## src/rtl/zmod_relay_pkg.sv

```systemverilog
// Shared types and constants for the ZmodScope relay sequencer.
// Relay indices double as bit positions in cfg_tdata and relay_state.
package zmod_relay_pkg;

   typedef enum logic [2:0] {
      ST_INIT,
      ST_LOAD,
      ST_PULSE,
      ST_GAP,
      ST_SETTLE,
      ST_IDLE
   } relaySeqState_e;

   localparam logic [1:0] RLY_CPL_A  = 2'd0;
   localparam logic [1:0] RLY_CPL_B  = 2'd1;
   localparam logic [1:0] RLY_GAIN_A = 2'd2;
   localparam logic [1:0] RLY_GAIN_B = 2'd3;

   // Lowest set bit wins so that relays are serviced in ascending order.
   function automatic logic [1:0] lowestSet(input logic [3:0] m);
      logic [1:0] idx;
      idx = 2'd0;
      for (int i = 3; i >= 0; i--) begin
         if (m[i]) idx = 2'(i);
      end
      return idx;
   endfunction

endpackage

```

## src/rtl/zmod_relay_timer.sv

```systemverilog
// Loadable down-counter; done is high while the count sits at zero.
module zmod_relay_timer #(
   parameter int CNT_WIDTH = 20
) (
   input  logic                 clk_i,
   input  logic                 reset_i,
   input  logic                 load_i,
   input  logic [CNT_WIDTH-1:0] loadVal_i,
   output logic                 done_o
);

   logic [CNT_WIDTH-1:0] cnt_q, cnt_d;

   always_comb begin
      cnt_d = cnt_q;
      if (load_i) begin
         cnt_d = loadVal_i;
      end else if (cnt_q != '0) begin
         cnt_d = cnt_q - CNT_WIDTH'(1);
      end
   end

   always_ff @(posedge clk_i) begin
      if (reset_i) cnt_q <= '0;
      else         cnt_q <= cnt_d;
   end

   assign done_o = (cnt_q == '0);

endmodule

```

## src/rtl/zmod_adc_relay_sequencer.sv

```systemverilog
// Pulses the ZmodScope latching relay coils one at a time and blanks ADC data meanwhile.
// Define ZMOD_RELAY_SKIP_UNCHANGED_EN to pulse only relays whose position actually changes.
import zmod_relay_pkg::*;

module zmod_adc_relay_sequencer #(
   parameter int unsigned PULSE_CYCLES  = 1000000,
   parameter int unsigned GAP_CYCLES    = 100000,
   parameter int unsigned SETTLE_CYCLES = 200000,
   parameter int          CNT_WIDTH     = 20,
   parameter logic [3:0]  DEF_CFG       = 4'b1100
) (
   input  logic       aclk,
   input  logic       reset,
   input  logic [3:0] cfg_tdata,
   input  logic       cfg_tvalid,
   output logic       cfg_tready,
   output logic       busy,
   output logic       adc_blank,
   output logic [3:0] relay_state,
   output logic       coupling_h_a,
   output logic       coupling_l_a,
   output logic       coupling_h_b,
   output logic       coupling_l_b,
   output logic       gain_h_a,
   output logic       gain_l_a,
   output logic       gain_h_b,
   output logic       gain_l_b,
   output logic       com_h,
   output logic       com_l
);

   localparam logic [CNT_WIDTH-1:0] PULSE_LD  = CNT_WIDTH'(PULSE_CYCLES - 1);
   localparam logic [CNT_WIDTH-1:0] GAP_LD    = CNT_WIDTH'(GAP_CYCLES - 1);
   localparam logic [CNT_WIDTH-1:0] SETTLE_LD = CNT_WIDTH'(SETTLE_CYCLES - 1);

   relaySeqState_e       state_q, state_d;
   logic [3:0]           target_q, mask_q, relayState_q, loadMask;
   logic [1:0]           idx_q;
   logic                 timerLoad, timerDone, pulseBit;
   logic [CNT_WIDTH-1:0] timerVal;

   zmod_relay_timer #(.CNT_WIDTH(CNT_WIDTH)) uTimer (
      .clk_i     (aclk),
      .reset_i   (reset),
      .load_i    (timerLoad),
      .loadVal_i (timerVal),
      .done_o    (timerDone)
   );

`ifdef ZMOD_RELAY_SKIP_UNCHANGED_EN
   // The power-on sequence must resync every relay regardless of the shadow state.
   logic forceAll_q;
   assign loadMask = forceAll_q ? 4'b1111 : (target_q ^ relayState_q);
`else
   assign loadMask = 4'b1111;
`endif

   assign pulseBit    = target_q[idx_q];
   assign relay_state = relayState_q;

   always_ff @(posedge aclk) begin
      if (reset) state_q <= ST_INIT;
      else       state_q <= state_d;
   end

   always_comb begin
      state_d   = state_q;
      timerLoad = 1'b0;
      timerVal  = '0;
      case (state_q)
         ST_INIT: state_d = ST_LOAD;
         ST_LOAD: begin
            if (loadMask == 4'b0000) begin
               state_d = ST_IDLE;
            end else begin
               state_d   = ST_PULSE;
               timerLoad = 1'b1;
               timerVal  = PULSE_LD;
            end
         end
         ST_PULSE: begin
            if (timerDone) begin
               state_d   = ST_GAP;
               timerLoad = 1'b1;
               timerVal  = GAP_LD;
            end
         end
         ST_GAP: begin
            if (timerDone) begin
               timerLoad = 1'b1;
               if (mask_q != 4'b0000) begin
                  state_d  = ST_PULSE;
                  timerVal = PULSE_LD;
               end else begin
                  state_d  = ST_SETTLE;
                  timerVal = SETTLE_LD;
               end
            end
         end
         ST_SETTLE: if (timerDone) state_d = ST_IDLE;
         ST_IDLE:   if (cfg_tvalid) state_d = ST_LOAD;
         default:   state_d = ST_INIT;
      endcase
   end

   // Serviced relays drop out of the mask on their last pulse cycle, so GAP only asks "anything left".
   always_ff @(posedge aclk) begin
      if (reset) begin
         target_q     <= DEF_CFG;
         mask_q       <= 4'b1111;
         idx_q        <= 2'd0;
         relayState_q <= DEF_CFG;
`ifdef ZMOD_RELAY_SKIP_UNCHANGED_EN
         forceAll_q   <= 1'b1;
`endif
      end else begin
         case (state_q)
            ST_INIT: begin
               target_q   <= DEF_CFG;
               mask_q     <= 4'b1111;
`ifdef ZMOD_RELAY_SKIP_UNCHANGED_EN
               forceAll_q <= 1'b1;
`endif
            end
            ST_LOAD: begin
               mask_q <= loadMask;
               idx_q  <= lowestSet(loadMask);
            end
            ST_PULSE: begin
               if (timerDone) begin
                  relayState_q[idx_q] <= pulseBit;
                  mask_q[idx_q]       <= 1'b0;
               end
            end
            ST_GAP: if (timerDone) idx_q <= lowestSet(mask_q);
            ST_IDLE: begin
               if (cfg_tvalid) begin
                  target_q   <= cfg_tdata;
`ifdef ZMOD_RELAY_SKIP_UNCHANGED_EN
                  forceAll_q <= 1'b0;
`endif
               end
            end
            default: ;
         endcase
      end
   end

   // Only the selected coil pair and the common return are ever energised, and only in PULSE.
   always_comb begin
      cfg_tready   = (state_q == ST_IDLE);
      busy         = (state_q != ST_IDLE);
      adc_blank    = (state_q != ST_IDLE);
      coupling_h_a = 1'b0;
      coupling_l_a = 1'b0;
      coupling_h_b = 1'b0;
      coupling_l_b = 1'b0;
      gain_h_a     = 1'b0;
      gain_l_a     = 1'b0;
      gain_h_b     = 1'b0;
      gain_l_b     = 1'b0;
      com_h        = 1'b0;
      com_l        = 1'b0;
      if (state_q == ST_PULSE) begin
         com_h = ~pulseBit;
         com_l = pulseBit;
         case (idx_q)
            RLY_CPL_A:  begin coupling_h_a = pulseBit; coupling_l_a = ~pulseBit; end
            RLY_CPL_B:  begin coupling_h_b = pulseBit; coupling_l_b = ~pulseBit; end
            RLY_GAIN_A: begin gain_h_a     = pulseBit; gain_l_a     = ~pulseBit; end
            RLY_GAIN_B: begin gain_h_b     = pulseBit; gain_l_b     = ~pulseBit; end
            default: ;
         endcase
      end
   end

endmodule
```

## config.mk

```make
export PLATFORM = sky130hd
export DESIGN_NAME = zmod_adc_relay_sequencer
export DESIGN_NICKNAME = d
export VERILOG_FILES = /design/src/rtl/zmod_relay_pkg.sv /design/src/rtl/zmod_relay_timer.sv /design/src/rtl/zmod_adc_relay_sequencer.sv
export SDC_FILE = /design/constraint.sdc
export NUM_CORES = 1
export LEC_CHECK = 0
export ABC_AREA = 1
export CORE_UTILIZATION = 25
export DETAILED_ROUTE_END_ITERATION = 10
export PLACE_DENSITY_LB_ADDON = 0.3
export REMOVE_ABC_BUFFERS = 1
export SLEW_MARGIN = 20
export SYNTH_ARGS = -nofsm -noshare
export SYNTH_HDL_FRONTEND = slang
export SYNTH_HIERARCHICAL = 1
export SYNTH_SLANG_ARGS = --single-unit
```

## constraint.sdc

```tcl
create_clock -name aclk -period 2.55 [get_ports aclk]
set_input_delay 0.3825 -clock aclk [delete_from_list [all_inputs] [get_ports aclk]]
set_output_delay 0.3825 -clock aclk [all_outputs]
set_load 0.01 [all_outputs]
```

==> impl_metrics.env, run 1 <==
export IMPL_rows=35
export IMPL_cts_inserted_buffers=5
export IMPL_grt_pass1_wl_um=9870
export IMPL_drive_gt1_share_pct=17.7
export IMPL_cts_sinks=37
export IMPL_drv_slew=0
export IMPL_crit_type="reg2out"
export IMPL_cap_violations=0
export IMPL_ff2ff_path_depth=11
export IMPL_finalCritPeriodShare_pct=92.8
export IMPL_min_period_ns=2.37
export IMPL_hold_viol_final=0
export IMPL_route_met3_wl_um=325
export IMPL_rrSetupSlack_ns=0.41
export IMPL_synth_xor_xnor_area_share_pct=4.39
export IMPL_status="complete, no violations"
export IMPL_post_route_util_pct=31.6
export IMPL_leakagePower_nw=1.27
export IMPL_netlist_area_um2=2390
export IMPL_fp_dieH_um=99.9
export IMPL_required_ns=2.17
export IMPL_yosys_area_share_simple_pct=44.1
export IMPL_slowest_delay_ns=0.57
export IMPL_dr_max_layer_used="met4"
export IMPL_skew_ns=0.00494
export IMPL_path_cells="inv_1, nand2_1, nor2_1, nor2_1, nand2_2, nor3_1, clkdlybuf4s50_1"
export IMPL_clk_latency_ns=0.29
export IMPL_ir_worst_vdd_uv=427
export IMPL_ant_nets=0
export IMPL_postSynthCellCount=359
export IMPL_synth_avg_cell_area_um2=6.67
export IMPL_synth_mux_area_share_pct=0
export IMPL_cp_arrival_ns=1.98
export IMPL_crit_path_start="idx_q[1]"
export IMPL_synth_seq_cells=37
export IMPL_fp_dieW_um=99.9
export IMPL_die_area_um2=9980
export IMPL_area_delta_synth_final_pct=21.8
export IMPL_overflow=0
export IMPL_synth_top_family_by_area="simple AND/OR/NAND/NOR gates"
export IMPL_wire_per_inst_um=10.9
export IMPL_multiInputGateArea_um2=1450
export IMPL_synth_distinct_cells=35
export IMPL_ctsHoldBuffers=0
export IMPL_setup_violations=0
export IMPL_synth_top_area_share_pct=30.9
export IMPL_synthAdderAreaFrac_pct=1.04
export IMPL_pin_count=24
export IMPL_synth_largest_area_cell="dfxtp_1"
export IMPL_final_cell_mix="98 x nand2_1, 48 x nor2_1, 40 x inv_1"
export IMPL_synth_compound_area_share_pct=10.5
export IMPL_initial_core_util_pct=25.9
export IMPL_grt_max_degree=17
export IMPL_place_hpwl_um=4350
export IMPL_totalWireLength_um=5650
export IMPL_r2r_end="relay_state[1]"
export IMPL_max_freq_mhz=422
export IMPL_timing_rr_start="uTimer/cnt_q[0]"
export IMPL_path_max_fanout=7
export IMPL_worstSetupStartpointType="flop"
export IMPL_ys_seq_area_share_pct=30.9
export IMPL_num_fill_cells=1029
export IMPL_cts_clk_slew_worst_paths_ns=0.08
export IMPL_grt_pass1_vias=2123
export IMPL_diodes=0
export IMPL_ys_warn_count=6
export IMPL_gp_congestion=0.791
export IMPL_antenna_found_initial=0
export IMPL_grt_total_usage_pct=12.3
export IMPL_wl_met1_um=2870
export IMPL_cp_slowest_cell="clkdlybuf4s50_1"
export IMPL_crit_top_cell="nor2_1"
export IMPL_final_common_cell="nand2_1"
export IMPL_register_area_um2=741
export IMPL_num_vias=2183
export IMPL_clk_path_buf_depth=2
export IMPL_core_um2=9240
export IMPL_drc=0
export IMPL_wl_met2_um=2410
export IMPL_first_iter_violations=109
export IMPL_synth_area_leaders="dfxtp_1 31%, nand2_1 16%, nor2_1 7.5%"
export IMPL_whs_ns=0.466
export IMPL_holdPathStages=2
export IMPL_cp_endpoint="gain_l_a"
export IMPL_final_nets=397
export IMPL_holdCritPathClass="reg2reg"
export IMPL_numPortBuffers=23
export IMPL_ctsRootBufferMaster="clkbuf_8"
export IMPL_worst_setup_path_end_kind="primary output"
export IMPL_via_per_inst=4.21
export IMPL_first_pass_iters=4
export IMPL_p_per_area_nw_per_um2=1290
export IMPL_cts_tree="yes"
export IMPL_htreeDepth=2
[logic make-up (layout without fill, tap and decap cells)]
logic type                 count (synthesis)  after routing
and+or+nand+nor                          217            217
adders and majority gates                  2              2
AOI/OAI and AO/OA                         39             39
buffers and inverters                     51             79
DFF                                       37             37
xor gates and xnor gates                  12             12
other                                      1              3
[worst min-delay path by stage]
stage | startpoint | endpoint | slack (ns)
global route | mask_q[1] | mask_q[1] | 0.49
global placement | target_q[2] | target_q[2] | 0.45
finish | mask_q[2] | mask_q[2] | 0.47
floorplan | target_q[2] | target_q[2] | 0.43
CTS | mask_q[1] | mask_q[1] | 0.47
detailed placement | target_q[3] | target_q[3] | 0.45
[layout make-up]
type,instances,area share [%]
Multi-Input combinational cell,273,49.8
Sequential cell,37,25.4
Timing Repair Buffer,27,8.92
Inverter,44,5.75
Tap cell,129,5.53
Clock buffer,5,2.36
Clock inverter,3,2.23
[cell usage after synthesis, drive strengths merged]
cell	count
and2	1
clkbuf	1
o21bai	1
xor2	7
a21oi	24
ha	2
a22oi	2
xnor2	5
nor3	11
nand2	117
dfxtp	37
nor2	63
nand3	17
conb	1
nand4	5
o21ai	12
inv	44
buf	6
nand3b	3
[flip-flops by register name (all words and copies together), names as in the netlist]
signal and count:
uTimer/cnt_q 20, mask_q 4, relay_state 4, target_q 4, state_q 3, idx_q 2
[stage by stage]
stage	TNS (ns)	setup WS (ns)	cells	instance area (um^2)	total power (W)
after global placement	0	0.429	510	2780	0.00315
after global routing	-0.00714	-0.00714	518	2920	0.00412
after floorplan	0	0.0514	354	2360	0.00269
final	0	0.183	518	2920	0.00376
after CTS	0	0.122	518	2910	0.00379
after detailed placement	0	0.425	510	2780	0.00316
[power breakdown]
group | switching, W | internal [W] | total (W)
sequential | 0.000161 | 0.000754 | 0.000914
combinational | 0.00146 | 0.000785 | 0.00224
clock | 0.000218 | 0.000389 | 0.000607
[what timing repair did]
item | in CTS | in global routing
buffers inserted | 0 | 0
setup endpoints to repair | 0 | 3
gates resized for setup | 0 | 2
[worst max-delay path: cells and delay by family, from the launching register on]
kind / cells / cell delay [ns]
buffers and inverters: 2 / 0.64
flip-flops: 1 / 0.41
AND/OR/NAND/NOR: 5 / 0.65
[per-layer routing]
layer | up-vias | track usage, %
met5 | - | 0
met4 | 0 | 2.83
met3 | 4 | 3.76
met2 | 39 | 19.4
met1 | 972 | 16.5
li1 | 1168 | -
Note: power is estimated with default switching activity, not from simulation.
==> inputs of run 2 (changes only) <==
TNS_END_PERCENT = 100   (was unset)
==> results of run 2 <==
The final DEF is identical to that of run 1; final timing and power are the same.
==> inputs of run 3 (changes only) <==
ABC_CLOCK_PERIOD_IN_PS = 2550   (was unset)
CORE_UTILIZATION = 30   (was 25)
==> run 3 against run 2 <==
Net effect: utilization is 5.3 points higher; fmax increased by 0.13%; via count grew 1.8%; highest routed layer unchanged; critical endpoint is now coupling_l_b.
==> impl_metrics.env, run 3 (same netlist as run 1, synthesis figures left out) <==
export IMPL_status="complete, no violations"
export IMPL_whs_ns=0.466
export IMPL_ctsRootBufferMaster="clkbuf_8"
export IMPL_htreeDepth=2
export IMPL_grt_pass1_wl_um=9680
export IMPL_grt_max_degree=21
export IMPL_initial_core_util_pct=31.0
export IMPL_slowest_delay_ns=0.56
export IMPL_largest_reg_flops=20
export IMPL_worst_setup_path_end_kind="primary output"
export IMPL_drv_slew=0
export IMPL_hold_start="target_q[2]"
export IMPL_largest_register="uTimer/cnt_q"
export IMPL_path_cells="inv_1, nand2_1, nor2_1, nor2_1, nand2_2, nor3_1, clkdlybuf4s50_1"
export IMPL_antenna_found_initial=0
export IMPL_crit_type="reg2out"
export IMPL_drc=0
export IMPL_rows=32
export IMPL_skew_ns=0.00973
export IMPL_fp_dieW_um=91.3
export IMPL_area_delta_synth_final_pct=18.9
export IMPL_timing_rr_start="uTimer/cnt_q[0]"
export IMPL_setup_violations=0
export IMPL_cp_arrival_ns=1.98
export IMPL_wire_per_inst_um=11.7
export IMPL_fp_dieH_um=91.3
export IMPL_path_max_fanout=7
export IMPL_crit_top_cell="nor2_1"
export IMPL_holdCritPathClass="reg2reg"
export IMPL_min_period_ns=2.36
export IMPL_die_area_um2=8340
export IMPL_ir_worst_vdd_uv=328
export IMPL_final_common_cell="nand2_1"
export IMPL_cp_slowest_cell="clkdlybuf4s50_1"
export IMPL_final_cell_mix="97 x nand2_1, 48 x nor2_1, 40 x inv_1"
export IMPL_first_pass_iters=4
export IMPL_gp_congestion=0.797
export IMPL_num_vias=2222
export IMPL_drive_gt1_share_pct=17.8
export IMPL_required_ns=2.17
export IMPL_rrSetupSlack_ns=0.40
export IMPL_place_area_um2=2740
export IMPL_overflow=0
export IMPL_hold_viol_final=0
export IMPL_final_nets=396
export IMPL_hold_end="target_q[2]"
export IMPL_power_total_w=0.00361
export IMPL_place_hpwl_um=4190
export IMPL_stdcell_area_um2=2850
export IMPL_dp_cells=482
export IMPL_holdPathStages=2
export IMPL_finalNonFillerCells=490
export IMPL_pin_count=24
export IMPL_max_freq_mhz=423
export IMPL_grt_total_usage_pct=14.7
export IMPL_cts_inserted_buffers=5
export IMPL_diodes=0
export IMPL_totalWireLength_um=5720
export IMPL_cap_violations=0
export IMPL_worstSetupStartpointType="flop"
export IMPL_ant_nets=0
export IMPL_cts_tree="yes"
export IMPL_finalCritPeriodShare_pct=92.7
export IMPL_leakagePower_nw=1.25
export IMPL_num_fill_cells=845
export IMPL_cts_sinks=37
export IMPL_r2r_end="uTimer/cnt_q[1]"
export IMPL_crit_path_start="idx_q[1]"
export IMPL_register_area_um2=741
export IMPL_clk_path_buf_depth=2
export IMPL_cts_clk_slew_worst_paths_ns=0.08
export IMPL_ff2ff_path_depth=14
export IMPL_clk_latency_ns=0.30
export IMPL_numPortBuffers=23
export IMPL_multiInputGateArea_um2=1460
export IMPL_core_um2=7730
export IMPL_p_per_area_nw_per_um2=1270
export IMPL_via_per_inst=4.53
export IMPL_first_iter_violations=82
export IMPL_grt_pass1_vias=2131
## run 3: changes by cell type in the layout (fill, tap and decap cells not counted), sizes merged
| cell | change |
|---|---|
| buf | -1 |
| bufinv | -2 |
| clkbuf | +2 |
## run 3: critical path: cells and delay by family (launching register included)
family                 cells  cell delay [ns]
buffers and inverters      2             0.64
DFF                        1             0.41
and+or+nand+nor            5             0.63
## run 3: timing repair
action	in CTS	in global routing
gates resized for setup	0	3
hold buffers	0	0
setup endpoints to repair	0	5
buffers inserted	0	0
## run 3: layer usage
metal  track usage (%)  routed length, um  vias to the layer above
li1                  -                  -                     1172
met1              18.8               2810                      992
met2              23.2               2500                       46
met3              4.36                280                       12
met4              5.42                127                        0
met5                 0                  0                        -
## run 3: cell type report
cell class | count | share of cell area (%)
Sequential cell | 37 | 26.0
Timing Repair Buffer | 26 | 8.88
Multi-Input combinational cell | 273 | 51.2
Clock buffer | 7 | 3.38
Tap cell | 102 | 4.48
Clock inverter | 1 | 0.176
Inverter | 44 | 5.89
## run 3: metrics by stage
step	util, %	setup slack [ns]	setup TNS (ns)
after floorplan	-	0.0514	0
after global placement	35.4	0.458	0
after detailed placement	35.4	0.412	0
after CTS	36.7	0.127	0
after global routing	36.8	-0.0100	-0.0116
final	36.8	0.186	0
## run 3: worst max path at each step
stage	to	slack, ns	cells after the start
3_3_place_gp	uTimer/cnt_q[1]	0.46	14
2_1_floorplan	uTimer/cnt_q[12]	0.05	13
6_report	coupling_l_b	0.19	7
3_5_place_dp	uTimer/cnt_q[1]	0.41	14
4_1_cts	coupling_l_b	0.13	7
5_1_grt	coupling_l_a	-0.01	7
## run 3: power by group
part	internal, W	leakage, nW	switching (W)
Sequential	0.000754	0.303	0.000161
Clock	0.000245	0.0542	0.000225
Combinational	0.000772	0.895	0.00145
